$ cat src/rtl/led_fade_if.sv
// led_fade_if: bundles the pattern-side target vector and the LED-side
// outputs of led_fade_driver.
//   target : per-channel goal (1 = fade to full, 0 = fade to off)
//   led    : registered PWM drive, active high
//   busy   : registered, high while any channel is short of its endpoint
// master = pattern logic / bench, slave = led_fade_driver.
interface led_fade_if #(
  parameter int CHANNELS = 5
);
  logic [CHANNELS-1:0] target;
  logic [CHANNELS-1:0] led;
  logic                busy;

  modport master (output target, input  led, input  busy);
  modport slave  (input  target, output led, output busy);
endinterface

$ cat src/rtl/led_fade_driver.sv
// led_fade_driver: per-LED linear brightness fader with PWM output.
// Each channel's level moves one step toward 0 or MAX on every step_tick
// and is compared against a shared free-running PWM counter.
// Ports:
//   clk : system clock, rising edge
//   rst : synchronous, active-high reset
//   bus : led_fade_if.slave (target in, led/busy out)

// One channel: saturating level ramp plus registered PWM compare.
module led_fade_lane #(
  parameter int PWM_BITS = 8
) (
  input  logic                clk,
  input  logic                rst,
  input  logic                step_tick,
  input  logic                target,
  input  logic [PWM_BITS-1:0] pwm_cnt,
  output logic                led,
  output logic                mismatch
);
  localparam logic [PWM_BITS-1:0] MAX = {PWM_BITS{1'b1}};

  logic [PWM_BITS-1:0] level_q, level_d;
  logic                led_q, led_d;

  always_comb begin
    level_d = level_q;
    if (step_tick) begin
      if (target && level_q != MAX)       level_d = level_q + 1'b1;
      else if (!target && level_q != '0)  level_d = level_q - 1'b1;
    end
    // MAX term keeps the LED solid at full brightness; the compare alone
    // would leave one dark cycle per period.
    led_d    = (level_q == MAX) | (level_q > pwm_cnt);
    mismatch = (level_q != (target ? MAX : '0));
  end

  always_ff @(posedge clk) begin
    if (rst) begin
      level_q <= '0;
      led_q   <= 1'b0;
    end else begin
      level_q <= level_d;
      led_q   <= led_d;
    end
  end

  assign led = led_q;
endmodule

module led_fade_driver #(
  parameter int CHANNELS = 5,
  parameter int PWM_BITS = 8,
  parameter int STEP_DIV = 24000
) (
  input  logic          clk,
  input  logic          rst,
  led_fade_if.slave     bus
);
  localparam int STEP_W = (STEP_DIV > 1) ? $clog2(STEP_DIV) : 1;

  logic [PWM_BITS-1:0] pwm_cnt_q, pwm_cnt_d;
  logic [STEP_W-1:0]   step_cnt_q, step_cnt_d;
  logic                busy_q, busy_d;
  logic                step_tick;
  logic [CHANNELS-1:0] led;
  logic [CHANNELS-1:0] mismatch;

  always_comb begin
    pwm_cnt_d  = pwm_cnt_q + 1'b1;  // wraps MAX->0 naturally
    step_tick  = (step_cnt_q == STEP_W'(STEP_DIV - 1));
    step_cnt_d = step_tick ? '0 : step_cnt_q + 1'b1;
    busy_d     = |mismatch;
  end

  always_ff @(posedge clk) begin
    if (rst) begin
      pwm_cnt_q  <= '0;
      step_cnt_q <= '0;
      busy_q     <= 1'b0;
    end else begin
      pwm_cnt_q  <= pwm_cnt_d;
      step_cnt_q <= step_cnt_d;
      busy_q     <= busy_d;
    end
  end

  for (genvar i = 0; i < CHANNELS; i++) begin : g_lane
    led_fade_lane #(.PWM_BITS(PWM_BITS)) u_lane (
      .clk      (clk),
      .rst      (rst),
      .step_tick(step_tick),
      .target   (bus.target[i]),
      .pwm_cnt  (pwm_cnt_q),
      .led      (led[i]),
      .mismatch (mismatch[i])
    );
  end

  assign bus.led  = led;
  assign bus.busy = busy_q;
endmodule

$ cat src/flat_wrapper.sv
// flat-port wrapper written by rule: the top's interface ports become plain ports
module led_fade_driver_flat 
#(
  parameter int CHANNELS = 5,
  parameter int PWM_BITS = 8,
  parameter int STEP_DIV = 24000
)
  (clk, rst, bus_target, bus_led, bus_busy);
  led_fade_if #(.CHANNELS(CHANNELS)) bus_i ();
  input  logic clk;
  input  logic rst;
  input wire logic [$bits(bus_i.target)-1:0] bus_target;
  output wire logic [$bits(bus_i.led)-1:0] bus_led;
  output wire logic [$bits(bus_i.busy)-1:0] bus_busy;
  assign bus_i.target = bus_target;
  assign bus_led = bus_i.led;
  assign bus_busy = bus_i.busy;
  led_fade_driver #(.CHANNELS(CHANNELS), .PWM_BITS(PWM_BITS), .STEP_DIV(STEP_DIV)) u_core (.clk(clk), .rst(rst), .bus(bus_i));
endmodule
$ cat config.mk
export PLATFORM = sky130hd
export DESIGN_NAME = led_fade_driver_flat
export DESIGN_NICKNAME = d
export VERILOG_FILES = /design/src/rtl/led_fade_if.sv /design/src/rtl/led_fade_driver.sv /design/src/flat_wrapper.sv
export SDC_FILE = /design/constraint.sdc
export NUM_CORES = 1
export LEC_CHECK = 0
export ABC_AREA = 1
export BUFFER_PORTS_ARGS = -buffer_cell sky130_fd_sc_hd__buf_4
export CAP_MARGIN = 15
export CORE_ASPECT_RATIO = 0.5
export CORE_MARGIN = 8
export CORE_UTILIZATION = 36
export DETAILED_ROUTE_END_ITERATION = 10
export HOLD_SLACK_MARGIN = 0.08
export PLACE_DENSITY_LB_ADDON = 0.2
export SYNTH_ARGS = -nofsm -noshare
export SYNTH_HDL_FRONTEND = slang
export SYNTH_HIERARCHICAL = 1
export SYNTH_SLANG_ARGS = --single-unit
$ cat constraint.sdc
create_clock -name clk -period 3.2 [get_ports clk]
set_input_delay 0.48 -clock clk [delete_from_list [all_inputs] [get_ports clk]]
set_output_delay 0.48 -clock clk [all_outputs]
set_load 0.01 [all_outputs]
==> results.cfg <==
[clocking]
clkLatencyLatePin_ns = 0.33
ctsResizeCount = 0
count_of_h_tree_levels_built_during_cts = 3
cts-buffers-inserted = 9
cts_max_path_buffers = 2
cts.root.buffer_cell = sky130_fd_sc_hd__clkbuf_16
clkSlewWorstSetupHoldPaths_ns = 0.07
cts_tree = yes
post-cts-setup-buffer-count = 0
hold_buffers = 0
tritoncts_num_sinks = 69

[routing]
vias_per_cell = 4.597
drt.antenna.violating_nets = 0
number_of_iterations_in_the_first_detailed_routing_pass = 4
drt_iter0_drc = 241
num_vias = 5204
total_detailed_routing_wirelength_mm = 12.68
drt-wirelength-per-cell_um = 11.20
post-route-drc-count = 0

[synthesis]
syn_avg_cell_area_um2 = 6.452
synth.yosys.seq_area_share = 0.2374
synthDominantAreaCellType = sky130_fd_sc_hd__dfxtp_1
synth-async-reset-ratio = 0
synth_enable_flop_cells = 0
yosys.area.top_type_share = 0.2374
synth_seq_cells = 69
synth_top_flop_cell = sky130_fd_sc_hd__dfxtp_1
synth_cell_type_count = 30
syn_nets = 986
synthesis.area_um2 = 5819
synthCells = 902
synth_warnings = 6
synth.area.top_cells = sky130_fd_sc_hd__dfxtp_1 (24%), sky130_fd_sc_hd__nand2_1 (18%), sky130_fd_sc_hd__ha_1 (15%)

[global_route]
wire_length_of_the_first_global_routing_pass_mm = 22.40
globalRouteOverflowTotal = 0
antenna_found_initial = 0
grtUsageTotal = 0.1275
grt_max_degree = 28
vias_in_the_first_global_route = 4792

[timing]
timing.clock.skew_ns = 0.01009
grt_setup_unrepaired = false
finalCritPeriodShare = 0.6980
number_of_hold_slack_violations_in_the_final_timing_report = 0
finalCriticalPeriod_ns = 2.234
max-slew-margin-rel = 0.6172
worstMarginPinSlew_ns = 0.5741
finalSetupViolations = 0
setup_total_negative_slack_ns = 0
final.hold.worst_slack_ns = 0.4629
timing_max_transition_violations_final = 0
achievable-frequency_mhz = 447.7

[floorplan]
starting_density_of_the_core = 0.3727
die-height_um = 105.9
die_area_um2 = 20740
placementRows = 32
design.core.area_um2 = 15620
die_w_um = 195.8
ios = 13

[worst_setup_path]
crit_path_start_kind = flip-flop
path_buf_inv = 2
setup.worst_path.class = flip-flop to flip-flop
critical-path-top-delay-family = simple AND/OR/NAND/NOR gates
cp-end-kind = flip-flop
biggest_cell_delay_along_the_critical_path_ns = 0.37
worst_ep_arrival_time_ns = 2.45
crit_path_max_fanout = 10
critical_path.cell_chain = ha_1 > nand3_1 > nor2_1 > nand2_1 > nor4_2 > buf_4 > nand3_4 > inv_4 > nand3_2 > and2_1
cpMaxStageDelayCell = sky130_fd_sc_hd__dfxtp_1
worst-endpoint-required_ns = 3.42

[finish]
fillers = 1682
fraction_of_layout_cells_with_a_size_suffix_above_1 = 0.08513
finished_cell_area_um2 = 6424
multiInputGateArea_um2 = 3852
antenna_cells_inserted = 0
area.sequential_um2 = 1381
area_growth_syn_to_layout_pct = 10.38
design.final.nets = 1007

[job]
maxCapViolations = 0

[worst_hold_path]
worstHoldPathType = input pin to flip-flop

[place]
placed_cell_area_um2 = 6147
place.gp.congestion = 0.7979
placement.io_buffers = 12
detailedPlacementHpwl_mm = 9.757

[pwr]
static_leakage_uw = 0.003029
power_per_cell_area_nw_per_um2 = 314.3
power.ir.vdd_worst_mv = 0.2176

[status]
run_status = finished clean
-- where the power goes --
part / leakage (uW) / switching, uW / total (uW) / internal [uW]
combinational: 0.00235 / 116 / 190 / 74.1
clock: 0.000122 / 412 / 943 / 531
sequential: 0.000558 / 14.4 / 886 / 872
total: 0.00303 / 543 / 2020 / 1480
-- cell type report --
cell class,instances,share of cell area
Tap cell,204,0.03974
Inverter,144,0.08609
Multi-Input combinational cell,685,0.5997
Clock inverter,6,0.007402
Sequential cell,69,0.2150
Timing Repair Buffer,14,0.01636
Clock buffer,10,0.03564
-- worst paths after layout --
kind | from | to | slack (ns) | cells after the start
setup / recovery | u_core/step_cnt_q[0] | u_core/g_lane[0].u_lane/level_q[5] | 0.97 | 10
hold reg to reg | u_core/step_cnt_q[0] | u_core/step_cnt_q[0] | 0.47 | 1
hold / removal | rst | u_core/g_lane[0].u_lane/level_q[3] | 0.46 | 2
setup reg to reg | u_core/step_cnt_q[0] | u_core/g_lane[0].u_lane/level_q[5] | 0.97 | 10
-- cells in the final DEF, fill, tap and decap left out, types with 2 or more instances in the layout --
master	netlist	routed
sky130_fd_sc_hd__clkbuf_16	0	9
sky130_fd_sc_hd__buf_4	1	14
sky130_fd_sc_hd__nor2_4	4	4
sky130_fd_sc_hd__o21ai_0	12	12
sky130_fd_sc_hd__nor2_2	9	9
sky130_fd_sc_hd__ha_1	72	72
sky130_fd_sc_hd__inv_4	5	5
sky130_fd_sc_hd__xor2_1	13	13
sky130_fd_sc_hd__clkinvlp_4	0	4
sky130_fd_sc_hd__nand3_2	6	6
sky130_fd_sc_hd__a21oi_1	73	73
sky130_fd_sc_hd__nand3_1	36	36
sky130_fd_sc_hd__a21oi_2	2	2
sky130_fd_sc_hd__nor2_1	107	107
sky130_fd_sc_hd__xnor2_1	9	9
sky130_fd_sc_hd__nand4_1	14	14
sky130_fd_sc_hd__nand3_4	5	5
sky130_fd_sc_hd__inv_6	0	2
sky130_fd_sc_hd__or2_1	7	7
sky130_fd_sc_hd__fa_1	5	5
sky130_fd_sc_hd__inv_1	139	139
sky130_fd_sc_hd__dfxtp_1	69	69
sky130_fd_sc_hd__o21a_1	5	5
sky130_fd_sc_hd__nand2_1	283	283
sky130_fd_sc_hd__nand2_2	17	17
-- worst register-to-register path, stage by stage (launching register included) --
cell and delay [ns]:
sky130_fd_sc_hd__dfxtp_1 0.37, sky130_fd_sc_hd__ha_1 0.24, sky130_fd_sc_hd__nand3_1 0.14, sky130_fd_sc_hd__nor2_1 0.25, sky130_fd_sc_hd__nand2_1 0.10, sky130_fd_sc_hd__nor4_2 0.19, sky130_fd_sc_hd__buf_4 0.28, sky130_fd_sc_hd__nand3_4 0.19
sky130_fd_sc_hd__inv_4 0.15, sky130_fd_sc_hd__nand3_2 0.06, sky130_fd_sc_hd__and2_1 0.15
-- state kept, by name, summed over array words and instances, names as in the netlist --
register and flops:
u_core/g_lane.u_lane/level_q 40, u_core/step_cnt_q 15, u_core/bus.busy 1, u_core/g_lane.u_lane/led 5, u_core/pwm_cnt_q 8
-- layer usage --
layer	share of wire	vias up	track usage
li1	-	2881	-
met1	0.54	2260	0.1735
met2	0.43	58	0.2106
met3	0.026	5	0.02454
met4	0.0050	0	0.02098
met5	0	-	0
-- logic make-up (layout without fill, tap and decap cells) --
group	count (synthesis)	after routing	synth area share
compound gates	94	94	0.08536
fa+ha+maj	77	77	0.1720
flops	69	69	0.2374
xor+xnor	22	22	0.03311
buf+inv	148	174	0.1017
simple gates	492	492	0.3705
-- synth_stat cells, types with 4 or more instances --
| master | instances |
|---|---|
| sky130_fd_sc_hd__a21oi_1 | 73 |
| sky130_fd_sc_hd__dfxtp_1 | 69 |
| sky130_fd_sc_hd__fa_1 | 5 |
| sky130_fd_sc_hd__ha_1 | 72 |
| sky130_fd_sc_hd__inv_1 | 139 |
| sky130_fd_sc_hd__inv_4 | 5 |
| sky130_fd_sc_hd__nand2_1 | 283 |
| sky130_fd_sc_hd__nand2_2 | 17 |
| sky130_fd_sc_hd__nand3_1 | 36 |
| sky130_fd_sc_hd__nand3_2 | 6 |
| sky130_fd_sc_hd__nand3_4 | 5 |
| sky130_fd_sc_hd__nand4_1 | 14 |
| sky130_fd_sc_hd__nor2_1 | 107 |
| sky130_fd_sc_hd__nor2_2 | 9 |
| sky130_fd_sc_hd__nor2_4 | 4 |
| sky130_fd_sc_hd__o21a_1 | 5 |
| sky130_fd_sc_hd__o21ai_0 | 12 |
| sky130_fd_sc_hd__or2_1 | 7 |
| sky130_fd_sc_hd__xnor2_1 | 9 |
| sky130_fd_sc_hd__xor2_1 | 13 |
-- metrics by stage --
step	setup WS, ns	power [uW]	instances	utilization
4_1_cts	0.9610	2055	1132	0.4114
5_1_grt	0.7526	2126	1132	0.4114
6_report	0.9662	2019	1132	0.4114
2_1_floorplan	0.1656	1039	902	-
3_5_place_dp	0.9751	1097	1116	0.3937
3_3_place_gp	0.9801	1097	1116	0.3937
Note: power is estimated with default switching activity, not from simulation.
